**src/rtl/jt49_dcrm.sv**
```systemverilog
// jt49_dcrm: decimating DC-removal stage for the PSG sound word.
// The PSG sample is decimated on cen, then a first-order EMA of the input
// is subtracted, giving a saturated signed 10-bit sample with a valid strobe.
// Optional build macro JT49_DCRM_PRELOAD_EN: the first sample after reset
// seeds the average instead of being filtered, avoiding the start-up transient.
module jt49_dcrm #(
    parameter int unsigned DECIM = 1,   // cen ticks per output sample, 1..256
    parameter int unsigned SHIFT = 8    // EMA alpha = 2^-SHIFT, 2..12
) (
    input  logic       clk,
    input  logic       rst,
    input  logic       cen,
    input  logic [9:0] din,
    output logic [9:0] dout,
    output logic       dout_vld,
    output logic [9:0] avg
);

    localparam int unsigned AW = 10 + SHIFT;
    localparam int unsigned CW = (DECIM > 1) ? $clog2(DECIM) : 1;
    localparam logic [CW-1:0] CNT_LAST = CW'(DECIM - 1);
    localparam logic [AW-1:0] ACC_MAX  = AW'(1023) << SHIFT;

`ifdef JT49_DCRM_PRELOAD_EN
    typedef enum logic {INIT, RUN} state_t;
    state_t state_q;
`endif

    logic [CW-1:0] cnt_q;
    logic [9:0]    xs_q;
    logic          st1_q;
    logic [AW-1:0] acc_q, acc_d;
    logic [9:0]    dout_q, dout_d;
    logic [9:0]    avg_q, avg_d;
    logic          vld_q;

    logic [9:0]        avg_cur;
    logic signed [10:0] diff;
    logic [AW:0]       acc_sum;

    // Stage 1: decimation counter and sample capture on the last cen tick
    always_ff @(posedge clk) begin
        if (rst) begin
            cnt_q <= '0;
            xs_q  <= '0;
            st1_q <= 1'b0;
        end else begin
            st1_q <= 1'b0;
            if (cen) begin
                if (cnt_q == CNT_LAST) begin
                    cnt_q <= '0;
                    xs_q  <= din;
                    st1_q <= 1'b1;
                end else begin
                    cnt_q <= cnt_q + 1'b1;
                end
            end
        end
    end

    assign avg_cur = acc_q[AW-1:SHIFT];
    assign diff    = $signed({1'b0, xs_q}) - $signed({1'b0, avg_cur});
    assign acc_sum = {1'b0, acc_q} + (AW+1)'(xs_q) - (AW+1)'(avg_cur);

    // Stage 2 next-state: EMA update and saturated difference (or preload)
    always_comb begin
        acc_d = acc_sum[AW-1:0];
        if (diff > 11'sd511)
            dout_d = 10'h1FF;
        else if (diff < -11'sd512)
            dout_d = 10'h200;
        else
            dout_d = diff[9:0];
`ifdef JT49_DCRM_PRELOAD_EN
        if (state_q == INIT) begin
            acc_d  = {xs_q, {SHIFT{1'b0}}};
            dout_d = '0;
        end
`endif
        avg_d = acc_d[AW-1:SHIFT];
    end

    // Stage 2 registers: commit one filtered sample the clk after capture
    always_ff @(posedge clk) begin
        if (rst) begin
            acc_q   <= '0;
            dout_q  <= '0;
            avg_q   <= '0;
            vld_q   <= 1'b0;
`ifdef JT49_DCRM_PRELOAD_EN
            state_q <= INIT;
`endif
        end else begin
            vld_q <= st1_q;
            if (st1_q) begin
                acc_q  <= acc_d;
                dout_q <= dout_d;
                avg_q  <= avg_d;
`ifdef JT49_DCRM_PRELOAD_EN
                state_q <= RUN;
`endif
            end
        end
    end

    assign dout     = dout_q;
    assign dout_vld = vld_q;
    assign avg      = avg_q;

    // Accumulator never exceeds 1023*2^SHIFT, so the update cannot carry out
    a_acc_bound: assert property (@(posedge clk) disable iff (rst) acc_q <= ACC_MAX);
    a_no_carry:  assert property (@(posedge clk) disable iff (rst) !(st1_q && acc_sum[AW]));

endmodule

```
**config.mk**
```make
export PLATFORM = sky130hd
export DESIGN_NAME = jt49_dcrm
export DESIGN_NICKNAME = d
export VERILOG_FILES = /design/src/rtl/jt49_dcrm.sv
export SDC_FILE = /design/constraint.sdc
export NUM_CORES = 1
export LEC_CHECK = 0
export BUFFER_PORTS_ARGS = -buffer_cell sky130_fd_sc_hd__buf_4
export CAP_MARGIN = 20
export CORE_MARGIN = 2
export CORE_UTILIZATION = 35
export CTS_CLUSTER_SIZE = 12
export DETAILED_ROUTE_END_ITERATION = 16
export SYNTH_ARGS = -nofsm -noshare
export SYNTH_HDL_FRONTEND = slang
export SYNTH_SLANG_ARGS = --single-unit
```
**constraint.sdc**
```tcl
create_clock -name clk -period 3.9 [get_ports clk]
set_input_delay 0.585 -clock clk [delete_from_list [all_inputs] [get_ports clk]]
set_output_delay 0.585 -clock clk [all_outputs]
set_load 0.05 [all_outputs]
```
==> reports/summary.txt <==
RSZ-0062 raised after global routing: no
Diodes inserted: 0
IO Pins: 34
worst-case reg-to-reg path depth: 11
Final Cycle Share: 82.8%
Worst-path clk slew: 90 ps
H-tree depth: 2
vias per std cell: 5.06
reg-to-reg slack, setup: 670 ps
P_leak: 1.56 nW
core area: 8760 µm²
setup_tns: 0 ps
RePlAce Congestion: 0.885
first-pass GRT wire length: 12.8 mm
post-CTS sizing: 0
max-cap violation count: 0
clk sink count: 40
Rows: 34
min-delay worst type: flip-flop to flip-flop
CTS tree: yes
Synth async-reset ratio: 0%
Worst-Margin Slew: 591 ps
DR pass1 iterations: 4
Slew headroom: 60.4%
Crit Path Max Fanout: 4
initial DRC count: 61
Setup Fix Bufs, Post-CTS: 0
Final Setup Violations: 0
die height: 99.1 µm
Die ar.: 9820 µm²
DR vias: 2,622
Final Hold Vio Count: 0
grt ovf: 0
Worst EP required: 4060 ps
Syn Area/Cell: 8.14 µm²
Syn Nets: 441
Pins Over Slew Limit: 0
Mapped Cells: 389
Synth Warn #: 0
drt wl/cell: 14.3 µm
Final HPWL DP: 5.74 mm
Worst VDD drop: 0.374 mV
launch point of the worst reg-to-reg path: xs_q[1]$_SDFFE_PP0P_
outcome: completed
Hold Startpoint: acc_q[5]$_SDFFE_PP0P_
critical path arrival: 3390 ps
Setup WS post-layout: 673 ps
EDFF count, synth: 0
number of global-route vias before repair: 2,601
worst clock skew: 9.56 ps
Synth Register Bits: 40
Starting Density: 36.1%
die width: 99.1 µm
Antenna Nets Post-Route: 0
Setup crit end kind: flip-flop
hold depth: 2
Post-Syn Area: 3170 µm²
Setup crit start kind: flip-flop
area grow syn2layout: 11.6%
Post-synth top flop: dfxtp_1
clk_lat worst skew: 300 ps
cts bufs inserted: 5
distinct cell type count after synthesis: 47
Critical Path Source: xs_q[1]$_SDFFE_PP0P_
initial antenna violation count: 0
largest net degree at the start of global routing: 40
Core Util, Final: 40.3%
WHS: 465 ps
cts hold-fix bufs: 0
FMAX: 310 MHz
CTS root buffer: clkbuf_8
Nets: 461
share of cells above drive strength 1: 11.2%
critical path type: flip-flop to flip-flop
CTS Buffer Depth: 2
GRT Overall Usage: 16.2%
DRC Markers: 0
wirelength, routed: 7.41 mm
crit path time final: 3230 ps
post-synthesis sequential area ratio: 25.3%
Port Buffers: 33
Placement Setup Slack: 717 ps
PwrDens: 957 nW/µm²
==> per-stage QoR <==
stage          power, mW  cell area [µm²]  cells
3_5_place_dp        3.08             3440    510
4_1_cts             3.39             3530    518
3_3_place_gp        3.05             3440    510
5_1_grt             3.74             3530    518
6_report            3.38             3530    518
2_1_floorplan       2.61             3170    389
==> registers in the layout, indices dropped and copies added, names as in the netlist <==
register,cells
xs_q,10
dout_vld,1
acc_q,18
st1_q,1
dout,10
==> synth_stat cells (2+ instances only) <==
cell type / number / area share (%)
inv_1: 53 / 6.3
nor2_1: 51 / 6.0
dfxtp_1: 40 / 25
ha_1: 28 / 11
a21oi_1: 21 / 3.3
nand2_1: 20 / 2.4
a211oi_1: 18 / 4.3
mux2i_1: 18 / 5.7
o21ai_0: 17 / 2.7
fa_1: 11 / 7.0
xor2_1: 11 / 3.0
buf_4: 10 / 2.4
nor3_1: 9 / 1.4
clkbuf_1: 8 / 0.95
maj3_1: 8 / 2.5
nand2b_1: 7 / 1.4
xnor2_1: 7 / 1.9
nand3_1: 6 / 0.95
a21o_1: 5 / 1.2
nor2b_1: 5 / 0.99
o21a_1: 3 / 0.71
o21bai_1: 3 / 0.71
o22ai_1: 3 / 0.59
buf_1: 2 / 0.24
o211ai_1: 2 / 0.47
or3_1: 2 / 0.40
==> layer usage <==
| layer | GRT usage [%] | up-vias | routed length, µm |
|---|---|---|---|
| met5 | 0 | - | 0 |
| met4 | 4.53 | 0 | 118 |
| met3 | 2.95 | 9 | 272 |
| met2 | 24.9 | 43 | 3210 |
| met1 | 23.5 | 1222 | 3800 |
| li1 | - | 1348 | - |
==> area by class of cell <==
cell class | instances | area (µm²)
Fill cell | 922 | 5230
Multi-Input combinational cell | 275 | 2050
Sequential cell | 40 | 801
Timing Repair Buffer | 34 | 255
Inverter | 53 | 199
Tap cell | 108 | 135
Clock buffer | 7 | 86.3
Clock inverter | 1 | 7.51
==> worst max-delay path, stage by stage, from the launching register on <==
cell	delay (ps)
dfxtp_1	360
inv_1	90
fa_1	570
inv_1	60
ha_1	300
a211oi_1	290
nor2_1	120
a211oi_1	550
a21oi_1	240
mux2i_1	260
o21ai_0	100
nor3b_1	150
==> logic make-up (layout without fill, tap and decap cells) <==
group	count (synthesis)	in the layout	share of synthesized area (%)
compound gates	85	85	18.3
xor+xnor	18	18	4.98
fa+ha+maj	47	47	20.6
buf+inv	74	95	10.0
flops	40	40	25.3
mux	18	18	5.69
simple gates	107	107	15.2
==> path summary, 6_finish.rpt <==
path	end
worst max-delay path	acc_q[17]$_SDFFE_PP0P_
worst min-delay path	acc_q[5]$_SDFFE_PP0P_
worst max register to register	acc_q[17]$_SDFFE_PP0P_
worst min register to register	acc_q[5]$_SDFFE_PP0P_
==> power by group <==
| group | leakage, nW | switching (mW) | total, mW | internal, mW |
|---|---|---|---|---|
| Sequential | 0.329 | 0.102 | 0.601 | 0.499 |
| Clock | 0.0445 | 0.151 | 0.295 | 0.144 |
| Combinational | 1.19 | 1.46 | 2.49 | 1.02 |
==> layout by cell type, fill, tap and decap left out, types with 3 or more instances in the layout <==
cell type	n
a21o_1	5
dfxtp_1	40
o22ai_1	3
o21bai_1	3
fa_1	11
a211oi_1	18
ha_1	28
nand2_1	20
xor2_1	11
clkbuf_8	6
nor2_1	51
o21ai_0	17
maj3_1	8
a21oi_1	21
inv_1	53
nor3_1	9
mux2i_1	18
buf_4	34
o21a_1	3
nand2b_1	7
nor2b_1	5
nand3_1	6
xnor2_1	7
No activity file was read; power rests on OpenSTA's default activity.
